===== src/rtl/npc_inst_pkg.sv =====
// Shared encoding constants and the FIFO entry type for the RV32I subset encoder.
package npc_inst_pkg;

  typedef enum logic [2:0] {
    OP_AUIPC  = 3'd0,
    OP_JAL    = 3'd1,
    OP_JALR   = 3'd2,
    OP_SW     = 3'd3,
    OP_ADDI   = 3'd4,
    OP_EBREAK = 3'd5,
    OP_ILL6   = 3'd6,
    OP_ILL7   = 3'd7
  } op_e;

  localparam logic [6:0] OPC_AUIPC  = 7'b0010111;
  localparam logic [6:0] OPC_JAL    = 7'b1101111;
  localparam logic [6:0] OPC_JALR   = 7'b1100111;
  localparam logic [6:0] OPC_STORE  = 7'b0100011;
  localparam logic [6:0] OPC_OP_IMM = 7'b0010011;
  localparam logic [6:0] OPC_SYSTEM = 7'b1110011;

  localparam logic [2:0] F3_ZERO = 3'b000;
  localparam logic [2:0] F3_SW   = 3'b010;

  // {funct3, opcode[6:2]} as seen by the decode LUT
  localparam logic [7:0] PAT_AUIPC  = 8'h05;
  localparam logic [7:0] PAT_JAL    = 8'h1B;
  localparam logic [7:0] PAT_JALR   = 8'h19;
  localparam logic [7:0] PAT_SW     = 8'h48;
  localparam logic [7:0] PAT_ADDI   = 8'h04;
  localparam logic [7:0] PAT_EBREAK = 8'h1C;

  localparam logic [31:0] NOP_INST    = 32'h0000_0013;
  localparam logic [31:0] EBREAK_INST = 32'h0010_0073;

  typedef struct packed {
    logic [31:0] inst;
    logic [7:0]  pattern;
    logic        err;
  } enc_entry_t;

endpackage


===== src/rtl/inst_encoder_if.sv =====
// Request/response bundle of the instruction encoder; master drives requests, slave is the encoder.
interface inst_encoder_if #(
  parameter int CNT_W = 32
);
  logic             in_valid;
  logic             in_ready;
  logic [2:0]       in_op;
  logic [4:0]       in_rd;
  logic [4:0]       in_rs1;
  logic [4:0]       in_rs2;
  logic [31:0]      in_imm;
  logic             out_valid;
  logic             out_ready;
  logic [31:0]      out_inst;
  logic [7:0]       out_pattern;
  logic             out_err;
  logic             err_sticky;
  logic [CNT_W-1:0] enc_count;

  modport master (
    output in_valid, in_op, in_rd, in_rs1, in_rs2, in_imm, out_ready,
    input  in_ready, out_valid, out_inst, out_pattern, out_err, err_sticky, enc_count
  );

  modport slave (
    input  in_valid, in_op, in_rd, in_rs1, in_rs2, in_imm, out_ready,
    output in_ready, out_valid, out_inst, out_pattern, out_err, err_sticky, enc_count
  );
endinterface


===== src/rtl/inst_enc_fifo.sv =====
// Synchronous FIFO of encoded entries; the head output holds the last popped entry while empty.
module inst_enc_fifo
  import npc_inst_pkg::*;
#(
  parameter int DEPTH = 2
) (
  input  logic       clk,
  input  logic       rst,
  input  logic       push_i,
  input  enc_entry_t entry_i,
  input  logic       pop_i,
  output enc_entry_t head_o,
  output logic       full_o,
  output logic       empty_o
);
  localparam int PTR_W  = (DEPTH > 1) ? $clog2(DEPTH) : 1;
  localparam int FILL_W = $clog2(DEPTH + 1);

  enc_entry_t        mem_q [DEPTH];
  enc_entry_t        last_q, last_d;
  logic [PTR_W-1:0]  wr_ptr_q, wr_ptr_d;
  logic [PTR_W-1:0]  rd_ptr_q, rd_ptr_d;
  logic [FILL_W-1:0] fill_q, fill_d;
  logic              do_push, do_pop;

  function automatic logic [PTR_W-1:0] next_ptr(logic [PTR_W-1:0] p);
    return (p == PTR_W'(DEPTH - 1)) ? '0 : p + PTR_W'(1);
  endfunction

  assign full_o  = (fill_q == FILL_W'(DEPTH));
  assign empty_o = (fill_q == '0);
  assign do_push = push_i && !full_o;
  assign do_pop  = pop_i && !empty_o;
  assign head_o  = empty_o ? last_q : mem_q[rd_ptr_q];

  always_comb begin
    wr_ptr_d = wr_ptr_q;
    rd_ptr_d = rd_ptr_q;
    fill_d   = fill_q;
    last_d   = last_q;
    if (do_push) wr_ptr_d = next_ptr(wr_ptr_q);
    if (do_pop) begin
      rd_ptr_d = next_ptr(rd_ptr_q);
      last_d   = mem_q[rd_ptr_q];
    end
    case ({do_push, do_pop})
      2'b10:   fill_d = fill_q + FILL_W'(1);
      2'b01:   fill_d = fill_q - FILL_W'(1);
      default: fill_d = fill_q;
    endcase
  end

  always_ff @(posedge clk) begin
    if (rst) begin
      wr_ptr_q <= '0;
      rd_ptr_q <= '0;
      fill_q   <= '0;
      last_q   <= '0;
    end else begin
      wr_ptr_q <= wr_ptr_d;
      rd_ptr_q <= rd_ptr_d;
      fill_q   <= fill_d;
      last_q   <= last_d;
    end
  end

  // Storage is data only; occupancy is tracked by the pointers above.
  always_ff @(posedge clk) begin
    if (do_push) mem_q[wr_ptr_q] <= entry_i;
  end

endmodule


===== src/rtl/inst_encoder.sv =====
// Encodes {op, rd, rs1, rs2, imm} requests into RV32I words and queues them for the consumer.
module inst_encoder
  import npc_inst_pkg::*;
#(
  parameter int DEPTH = 2,
  parameter int CNT_W = 32
) (
  input  logic           clk,
  input  logic           rst,
  inst_encoder_if.slave  bus
);
  enc_entry_t         enc_d;
  enc_entry_t         head;
  logic signed [31:0] imm_s;
  logic               fifo_full, fifo_empty;
  logic               accept;
  logic [CNT_W-1:0]   count_q, count_d;
  logic               sticky_q, sticky_d;

  function automatic logic fits_s12(logic signed [31:0] v);
    return (v >= -32'sd2048) && (v <= 32'sd2047);
  endfunction

  function automatic logic fits_jal(logic signed [31:0] v);
    return (v >= -32'sd1048576) && (v <= 32'sd1048574) && !v[0];
  endfunction

  assign imm_s  = bus.in_imm;
  assign accept = bus.in_valid && !fifo_full;

  always_comb begin
    enc_d = '{inst: NOP_INST, pattern: PAT_ADDI, err: 1'b1};
    case (op_e'(bus.in_op))
      OP_AUIPC:
        enc_d = '{inst: {imm_s[31:12], bus.in_rd, OPC_AUIPC},
                  pattern: PAT_AUIPC, err: (imm_s[11:0] != 12'd0)};
      OP_JAL:
        enc_d = '{inst: {imm_s[20], imm_s[10:1], imm_s[11], imm_s[19:12], bus.in_rd, OPC_JAL},
                  pattern: PAT_JAL, err: !fits_jal(imm_s)};
      OP_JALR:
        enc_d = '{inst: {imm_s[11:0], bus.in_rs1, F3_ZERO, bus.in_rd, OPC_JALR},
                  pattern: PAT_JALR, err: !fits_s12(imm_s)};
      OP_SW:
        enc_d = '{inst: {imm_s[11:5], bus.in_rs2, bus.in_rs1, F3_SW, imm_s[4:0], OPC_STORE},
                  pattern: PAT_SW, err: !fits_s12(imm_s)};
      OP_ADDI:
        enc_d = '{inst: {imm_s[11:0], bus.in_rs1, F3_ZERO, bus.in_rd, OPC_OP_IMM},
                  pattern: PAT_ADDI, err: !fits_s12(imm_s)};
      OP_EBREAK:
        enc_d = '{inst: EBREAK_INST, pattern: PAT_EBREAK, err: 1'b0};
      default: ;
    endcase
    // Any rejected request is replaced by a NOP so the stream stays executable.
    if (enc_d.err) enc_d = '{inst: NOP_INST, pattern: PAT_ADDI, err: 1'b1};
  end

  always_comb begin
    count_d  = count_q;
    sticky_d = sticky_q;
    if (accept) begin
      count_d  = count_q + CNT_W'(1);
      sticky_d = sticky_q | enc_d.err;
    end
  end

  always_ff @(posedge clk) begin
    if (rst) begin
      count_q  <= '0;
      sticky_q <= 1'b0;
    end else begin
      count_q  <= count_d;
      sticky_q <= sticky_d;
    end
  end

  inst_enc_fifo #(.DEPTH(DEPTH)) u_fifo (
    .clk     (clk),
    .rst     (rst),
    .push_i  (bus.in_valid),
    .entry_i (enc_d),
    .pop_i   (bus.out_ready),
    .head_o  (head),
    .full_o  (fifo_full),
    .empty_o (fifo_empty)
  );

  assign bus.in_ready    = !fifo_full;
  assign bus.out_valid   = !fifo_empty;
  assign bus.out_inst    = head.inst;
  assign bus.out_pattern = head.pattern;
  assign bus.out_err     = head.err;
  assign bus.err_sticky  = sticky_q;
  assign bus.enc_count   = count_q;

endmodule


===== src/flat_wrapper.sv =====
// flat-port wrapper written by rule: the top's interface ports become plain ports
module inst_encoder_flat import npc_inst_pkg::*;
#(
  parameter int DEPTH = 2,
  parameter int CNT_W = 32
)
  (clk, rst, bus_in_valid, bus_in_op, bus_in_rd, bus_in_rs1, bus_in_rs2, bus_in_imm, bus_out_ready, bus_in_ready, bus_out_valid, bus_out_inst, bus_out_pattern, bus_out_err, bus_err_sticky, bus_enc_count);
  inst_encoder_if #(.CNT_W(CNT_W)) bus_i ();
  input  logic clk;
  input  logic rst;
  input wire logic [$bits(bus_i.in_valid)-1:0] bus_in_valid;
  input wire logic [$bits(bus_i.in_op)-1:0] bus_in_op;
  input wire logic [$bits(bus_i.in_rd)-1:0] bus_in_rd;
  input wire logic [$bits(bus_i.in_rs1)-1:0] bus_in_rs1;
  input wire logic [$bits(bus_i.in_rs2)-1:0] bus_in_rs2;
  input wire logic [$bits(bus_i.in_imm)-1:0] bus_in_imm;
  input wire logic [$bits(bus_i.out_ready)-1:0] bus_out_ready;
  output wire logic [$bits(bus_i.in_ready)-1:0] bus_in_ready;
  output wire logic [$bits(bus_i.out_valid)-1:0] bus_out_valid;
  output wire logic [$bits(bus_i.out_inst)-1:0] bus_out_inst;
  output wire logic [$bits(bus_i.out_pattern)-1:0] bus_out_pattern;
  output wire logic [$bits(bus_i.out_err)-1:0] bus_out_err;
  output wire logic [$bits(bus_i.err_sticky)-1:0] bus_err_sticky;
  output wire logic [$bits(bus_i.enc_count)-1:0] bus_enc_count;
  assign bus_i.in_valid = bus_in_valid;
  assign bus_i.in_op = bus_in_op;
  assign bus_i.in_rd = bus_in_rd;
  assign bus_i.in_rs1 = bus_in_rs1;
  assign bus_i.in_rs2 = bus_in_rs2;
  assign bus_i.in_imm = bus_in_imm;
  assign bus_i.out_ready = bus_out_ready;
  assign bus_in_ready = bus_i.in_ready;
  assign bus_out_valid = bus_i.out_valid;
  assign bus_out_inst = bus_i.out_inst;
  assign bus_out_pattern = bus_i.out_pattern;
  assign bus_out_err = bus_i.out_err;
  assign bus_err_sticky = bus_i.err_sticky;
  assign bus_enc_count = bus_i.enc_count;
  inst_encoder #(.DEPTH(DEPTH), .CNT_W(CNT_W)) u_core (.clk(clk), .rst(rst), .bus(bus_i));
endmodule

===== config.mk =====
export PLATFORM = sky130hd
export DESIGN_NAME = inst_encoder_flat
export DESIGN_NICKNAME = d
export VERILOG_FILES = /design/src/rtl/npc_inst_pkg.sv /design/src/rtl/inst_encoder_if.sv /design/src/rtl/inst_enc_fifo.sv /design/src/rtl/inst_encoder.sv /design/src/flat_wrapper.sv
export SDC_FILE = /design/constraint.sdc
export NUM_CORES = 1
export LEC_CHECK = 0
export ABC_AREA = 1
export CORE_MARGIN = 10
export CORE_UTILIZATION = 52
export DETAILED_ROUTE_END_ITERATION = 8
export PLACE_DENSITY_LB_ADDON = 0.1
export SKIP_CTS_REPAIR_TIMING = 1
export SLEW_MARGIN = 0
export SYNTH_ARGS = -nofsm -noshare
export SYNTH_HDL_FRONTEND = slang
export SYNTH_SLANG_ARGS = --single-unit

===== constraint.sdc =====
create_clock -name clk -period 3.5 [get_ports clk]
set_input_delay 0.7 -clock clk [delete_from_list [all_inputs] [get_ports clk]]
set_output_delay 0.7 -clock clk [all_outputs]
set_load 0.01 [all_outputs]

==> results of run 1 <==
## layout by cell type (no fill, tap or decap), drive strengths merged, types with 3 or more instances in the layout
cell type	Yosys	layout
a21oi	30	30
a211oi	34	34
mux2i	32	32
dfxtp	71	71
o21a	3	3
nand3b	4	4
o21ai	52	52
nand3	17	17
clkbuf	15	18
nand4	11	11
xor2	6	6
nor2	129	129
xnor2	4	4
a22oi	11	11
nor3b	3	3
edfxtp	64	64
a31oi	4	4
clkinv	1	9
inv	39	40
clkdlybuf4s50	0	126
nand2	161	161
buf	23	8
nor3	15	15
bufinv	0	3
## worst min path at each step
stage,cells past startpoint,endpoint,slack [ns]
after global placement,1,flip-flop,0.43
after global routing,2,u_core.u_fifo.last_q[39],0.50
after floorplan,1,flip-flop,0.43
final,2,u_core.u_fifo.last_q[10],0.47
after detailed placement,1,u_core.u_fifo.rd_ptr_q,0.46
after CTS,2,u_core.u_fifo.last_q[10],0.48
## metrics by stage
stage                     area, um2  total power (W)  hold WS (ns)  setup slack, ns  std cells
after global routing           8490          0.00545         0.504            0.360       1036
after floorplan                6570          0.00282         0.425            0.708        740
after global placement         7900          0.00344         0.427            0.714       1004
final                          8490          0.00520         0.468            0.493       1036
after detailed placement       7900          0.00348         0.458            0.580       1004
after CTS                      8490          0.00524         0.477            0.494       1036
## state kept, by name, summed over array words and instances, names as in the netlist, named ones only
register,cells
u_core.u_fifo.mem_q,64
u_core.u_fifo.last_q,33
u_core.bus.enc_count,32
u_core.u_fifo.fill_q,2
u_core.bus.err_sticky,1
u_core.u_fifo.rd_ptr_q,1
u_core.u_fifo.wr_ptr_q,1
## worst max-delay path, stage by stage, from the launching register on
cell,delay [ns]
dfxtp_2,0.40
buf_4,0.30
mux2i_1,0.48
o21ai_0,0.18
clkdlybuf4s50_1,0.52
## cell families (layout without fill, tap and decap cells)
family / after synthesis / count (layout) / share of synthesized area
flops: 135 / 135 / 0.509
mux: 32 / 32 / 0.0488
other cells: 1 / 2 / 0.000571
simple gates: 345 / 345 / 0.244
xor+xnor: 10 / 10 / 0.0133
fa+ha+maj: 2 / 2 / 0.00381
compound gates: 136 / 136 / 0.125
buf+inv: 78 / 206 / 0.0551
## power breakdown
group / internal [W] / total [W] / switching, W
clock: 0.00111 / 0.00176 / 0.000652
sequential: 0.00187 / 0.00197 / 0.0000947
combinational: 0.000664 / 0.00147 / 0.000803
total: 0.00365 / 0.00520 / 0.00155
## routing by layer
| layer | global-route usage | up-vias |
|---|---|---|
| met3 | 0.0743 | 24 |
| met2 | 0.308 | 197 |
| met1 | 0.232 | 2513 |
| met4 | 0.0660 | 0 |
| met5 | 0 | - |
| li1 | - | 2761 |
## final cells by class
type,count,area share
Clock buffer,18,0.0506
Clock inverter,14,0.0186
Inverter,40,0.0178
Multi-Input combinational cell,527,0.339
Sequential cell,135,0.394
Tap cell,168,0.0248
Timing Repair Buffer,134,0.155
==> impl_metrics.toml, run 1 <==
[status]
status = "finished, final reports clean"

[clock_network]
insertion_delay_ns = 0.42
cts_root_buf = "clkbuf_16"
path_clk_slew_ns = 0.06
cts_buffers = 17
cts_max_path_buffers = 2
clock-sinks = 135
htree_levels = 4
cts_tree = "built"

[finish]
seq_area_um2 = 3340
syn_to_final_growth_pct = 29.3
multiInputGateArea_um2 = 2880
drive_gt1_frac = 0.0956
antennaDiodeCount = 0
final_nets = 911
post-route-util = 0.695
fill_cells = 971

[die]
row_count = 40
io_pins = 130
die-area_um2 = 17500
core_area_um2 = 12200
die_w_um = 132
floorplan.initialDensity = 0.538
die_h_um = 132

[routing]
met2WireLength_mm = 7.95
wl_per_cell_um = 16.4
top_layer = "met4"
drtIter0Drc = 404
num_vias = 5495
ant_nets = 0
dr_wl_met3_mm = 1.39
drt-pass1-iter-count = 5
drc_errors = 0
vias_per_cell = 5.30
drt-met1-wl_mm = 7.37
totalWireLength_mm = 17.0

[placed_design]
place.port_buffers = 127
routabilityCongestion = 1.00
dp_hpwl_mm = 12.9

[global_route]
antenna_found_initial = 0
grt_pass1_vias = 5455
grt_max_degree = 67
grt_pass1_wl_mm = 27.6
overflow = 0
grt_usage = 0.193

[synthesis]
async_reset_ff_frac = 0
synth_ff_type = "dfxtp_1"
ys_seq_elements = 135
syn_inst = 739
synth_top_cell_by_area = "edfxtp_1"
avgSynthCellArea_um2 = 8.89
post-synth-top-count-cell = "nand2_1"
synth_common_cells = "nand2_1 (148), nor2_1 (120), dfxtp_1 (71), edfxtp_1 (64), o21ai_0 (49)"
synth.area.top_cells = "edfxtp_1 (29%), dfxtp_1 (22%), nand2_1 (8.5%), nor2_1 (6.9%), mux2i_1 (4.9%)"
synthDominantCellAreaShare = 0.293
syn-cell-area_um2 = 6570
yosysSeqAreaShare = 0.509
synth_cell_types = 48
yosysWarnings = 0
synth-edff-count = 64

[sta]
fmax_ghz = 0.333
worstMarginPinSlew_ns = 0.634
rsz0062_at_grt = "false"
setup_tns_ns = 0
clock_skew_ns = 0.00549
setup_viol_count_final = 0
hold_viol = 0
slew_headroom = 0.577
period_share = 0.859
finalMaxSlewViolations = 0
period_needed_ns = 3.01

[setup_path]
startpoint_type = "flip-flop"
path_class = "flip-flop to output pin"
reg2reg_from = "u_core.u_fifo.fill_q[1]"
worstPathRequired_ns = 2.80
timing.rr.end = "u_core.u_fifo.fill_q[1]"
crit_arrival_ns = 2.31
cp_max_fo = 15
cp-end-kind = "output pin"
rrSetupSlack_ns = 1.20
worstRegToRegCells = 9
worstSetupEndpoint = "bus_out_inst[5]"

[hold_path]
hp-class = "flip-flop to flip-flop"
hold_start = "u_core.u_fifo.last_q[10]"

[power_and_ir_drop]
peakVddDrop_mv = 0.365
p_leak_nw = 3.07
power.density_nw_per_um2 = 612

[flow_run]
drv_cap = 0
Note: power is estimated with default switching activity, not from simulation.
==> run 2, diff against run 1 <==
Settings changed: CTS_CLUSTER_DIAMETER set to 120.
==> results of run 2 <==
No change in the layout: final DEF, timing and power equal those of run 1.
==> run 3, diff against run 2 <==
Settings changed: ABC_AREA 1 to 0.
==> run 3 against run 2 <==
Compared with the run above: sequential power is 9% higher; via count decreased by 1.7%; total power up 26%; worst setup slack got worse by 0.099 ns; synthesized cell count is 11% lower; cell count shrank 11%; critical path type unchanged; clock skew rose by 0.0045 ns; global-route usage down 0.89 points; wire length shrank 7.7%; sequential cell count is the same; first-iteration DRC count grew 10%; highest routed layer unchanged; sequential share of layout area grew 0.87 points; critical endpoint is now bus_out_inst[22].
==> impl_metrics.toml, run 3 <==
[setup_path]
cp_max_fo = 23
worstRegToRegCells = 5
cp-end-kind = "output pin"
worstPathRequired_ns = 2.80
crit_arrival_ns = 2.41
path_cells = "buf_12 -> mux2i_1 -> a21oi_1 -> clkdlybuf4s50_1"
critPathMaxStageDelay_ns = 0.81
crit_path_top_delay_cell = "dfxtp_2"
reg2reg_from = "u_core.u_fifo.fill_q[0]"
path_class = "flip-flop to output pin"
timing.rr.end = "u_core.bus.enc_count[26]"
rrSetupSlack_ns = 1.02
startpoint_type = "flip-flop"

[global_route]
overflow = 0
grt_pass1_vias = 5100
grt_usage = 0.184
antenna_found_initial = 0
grt_max_degree = 40
grt_pass1_wl_mm = 25.1

[synthesis]
yosysWarnings = 0
async_reset_ff_frac = 0
post-synth-top-count-cell = "nor2_1"
ys_seq_elements = 135
yosysSeqAreaShare = 0.523
synth_top_cell_by_area = "edfxtp_1"
synth_common_cells = "nor2_1 (98), dfxtp_1 (71), edfxtp_1 (64), a21oi_1 (62), mux2i_1 (43)"
avgSynthCellArea_um2 = 9.68
synth.area.top_cells = "edfxtp_1 (30%), dfxtp_1 (22%), mux2i_1 (6.7%), nor2_1 (5.8%), a21oi_1 (4.9%)"
syn_inst = 661
synth_ff_type = "dfxtp_1"
synth-edff-count = 64
synth_cell_types = 46
syn-cell-area_um2 = 6400
synthDominantCellAreaShare = 0.300

[sta]
worstMarginPinSlew_ns = 0.746
slew_headroom = 0.503
rsz0062_at_grt = "false"
finalMaxSlewViolations = 0
period_needed_ns = 3.11
fmax_ghz = 0.322
hold_viol = 0
setup_viol_count_final = 0
setup_tns_ns = 0
clock_skew_ns = 0.0100
period_share = 0.887
holdWs_ns = 0.472

[routing]
totalWireLength_mm = 15.7
vias_per_cell = 5.84
ant_nets = 0
drc_errors = 0
num_vias = 5399
wl_per_cell_um = 17.0
drtIter0Drc = 445
drt-pass1-iter-count = 5

[placed_design]
place.port_buffers = 127
placed_area_um2 = 7730
dp_hpwl_mm = 11.5
routabilityCongestion = 0.920

[power_and_ir_drop]
clkPwrFrac = 0.264
pwr-share-comb = 0.407
power_switching_w = 0.00221
internal_power_w = 0.00431
switching_share = 0.339
total_power_w = 0.00652
peakVddDrop_mv = 0.359
p_leak_nw = 2.79
power.density_nw_per_um2 = 785
pwr-share-seq = 0.329

[finish]
antennaDiodeCount = 0
largest_reg_flops = 64
multiInputGateArea_um2 = 2750
regMostFlops = "u_core.u_fifo.mem_q"
final_cell_mix = "clkdlybuf4s50_1 (126), nor2_1 (97), dfxtp_1 (70), edfxtp_1 (64), a21oi_1 (61)"
drive_gt1_frac = 0.0771
layout_commonest_cell = "clkdlybuf4s50_1"
fill_cells = 913
syn_to_final_growth_pct = 29.9
seq_area_um2 = 3340
stdcell_area_um2 = 8310
final_nets = 821

[die]
row_count = 40
die_w_um = 131
floorplan.initialDensity = 0.532
die-area_um2 = 17100
die_h_um = 131
io_pins = 130
core_area_um2 = 12000

[clock_network]
path_clk_slew_ns = 0.06
cts_tree = "built"
htree_levels = 4
cts_root_buf = "clkbuf_16"
insertion_delay_ns = 0.41
clock-sinks = 135
cts_buffers = 17
cts_max_path_buffers = 2

[flow_run]
drv_cap = 0

[hold_path]
hp-class = "flip-flop to flip-flop"
hold_path_end = "u_core.u_fifo.last_q[10]"
hold_depth = 2
hold_start = "u_core.u_fifo.last_q[10]"

[status]
status = "finished, final reports clean"
[run 3: cell types whose count changed in the layout (fill, tap and decap cells not counted), sizes merged, moves of 12 or more]
cell	delta
nand2	-131
o21ai	-42
a21oi	+32
nor2	-31
inv	-29
nor3	+17
nor4	+15
or3	+12
[run 3: logic make-up after synthesis]
group,after synthesis,synth area share
buffers and inverters,69,0.0485
AO/OA/AOI/OAI,150,0.146
multiplexers,43,0.0673
XOR/XNOR,19,0.0260
flip-flops,135,0.523
AND/OR/NAND/NOR,242,0.185
other,1,0.000586
adder cells (fa/ha/maj),2,0.00391
[run 3: metal layers]
| layer | vias to the layer above | part of all wire | GRT usage |
|---|---|---|---|
| met5 | - | 0 | 0 |
| met4 | 0 | 0.014 | 0.0680 |
| met3 | 24 | 0.086 | 0.0568 |
| met2 | 233 | 0.46 | 0.296 |
| met1 | 2496 | 0.44 | 0.229 |
| li1 | 2646 | - | - |
[run 3: metrics by stage]
step | cells | setup slack, ns | utilization
6_report | 925 | 0.394 | 0.691
2_1_floorplan | 662 | 0.885 | -
3_5_place_dp | 893 | 0.312 | 0.643
4_1_cts | 925 | 0.348 | 0.691
3_3_place_gp | 893 | 0.396 | 0.643
5_1_grt | 925 | 0.241 | 0.691
[run 3: cell type report]
type / count / share of cell area
inverter: 8 / 0.00362
clock inverter: 15 / 0.0185
tap: 147 / 0.0221
sequential: 135 / 0.403
clock buffer: 17 / 0.0512
timing repair buffer: 145 / 0.170
multi-input combinational: 458 / 0.332
[run 3: power groups by stage]
stage | sequential [W] | combinational (W) | clock, W
2_1_floorplan | 0.00210 | 0.00151 | 0
3_3_place_gp | 0.00216 | 0.00263 | 0
3_5_place_dp | 0.00218 | 0.00267 | 0
4_1_cts | 0.00215 | 0.00269 | 0.00175
5_1_grt | 0.00218 | 0.00290 | 0.00183
6_report | 0.00214 | 0.00265 | 0.00172
[run 3: worst max path at each step]
stage / start / slack, ns / cells past startpoint / end
3_5_place_dp: bus_in_imm[29] / 0.31 / 7 / u_core.u_fifo.mem_q[1][0]
5_1_grt: flip-flop / 0.24 / 3 / bus_out_inst[2]
4_1_cts: flip-flop / 0.35 / 4 / bus_out_inst[22]
6_report: flip-flop / 0.39 / 4 / bus_out_inst[22]
3_3_place_gp: bus_in_imm[27] / 0.40 / 7 / u_core.u_fifo.mem_q[0][0]
2_1_floorplan: bus_in_valid / 0.88 / 2 / u_core.u_fifo.mem_q[0][0]
[run 3: critical path: cells and delay by family, from the launching register on]
kind                   cells  cell delay, ns
AO/OA/AOI/OAI              1            0.12
buffers and inverters      2            0.73
flip-flops                 1            0.81
multiplexers               1            0.32
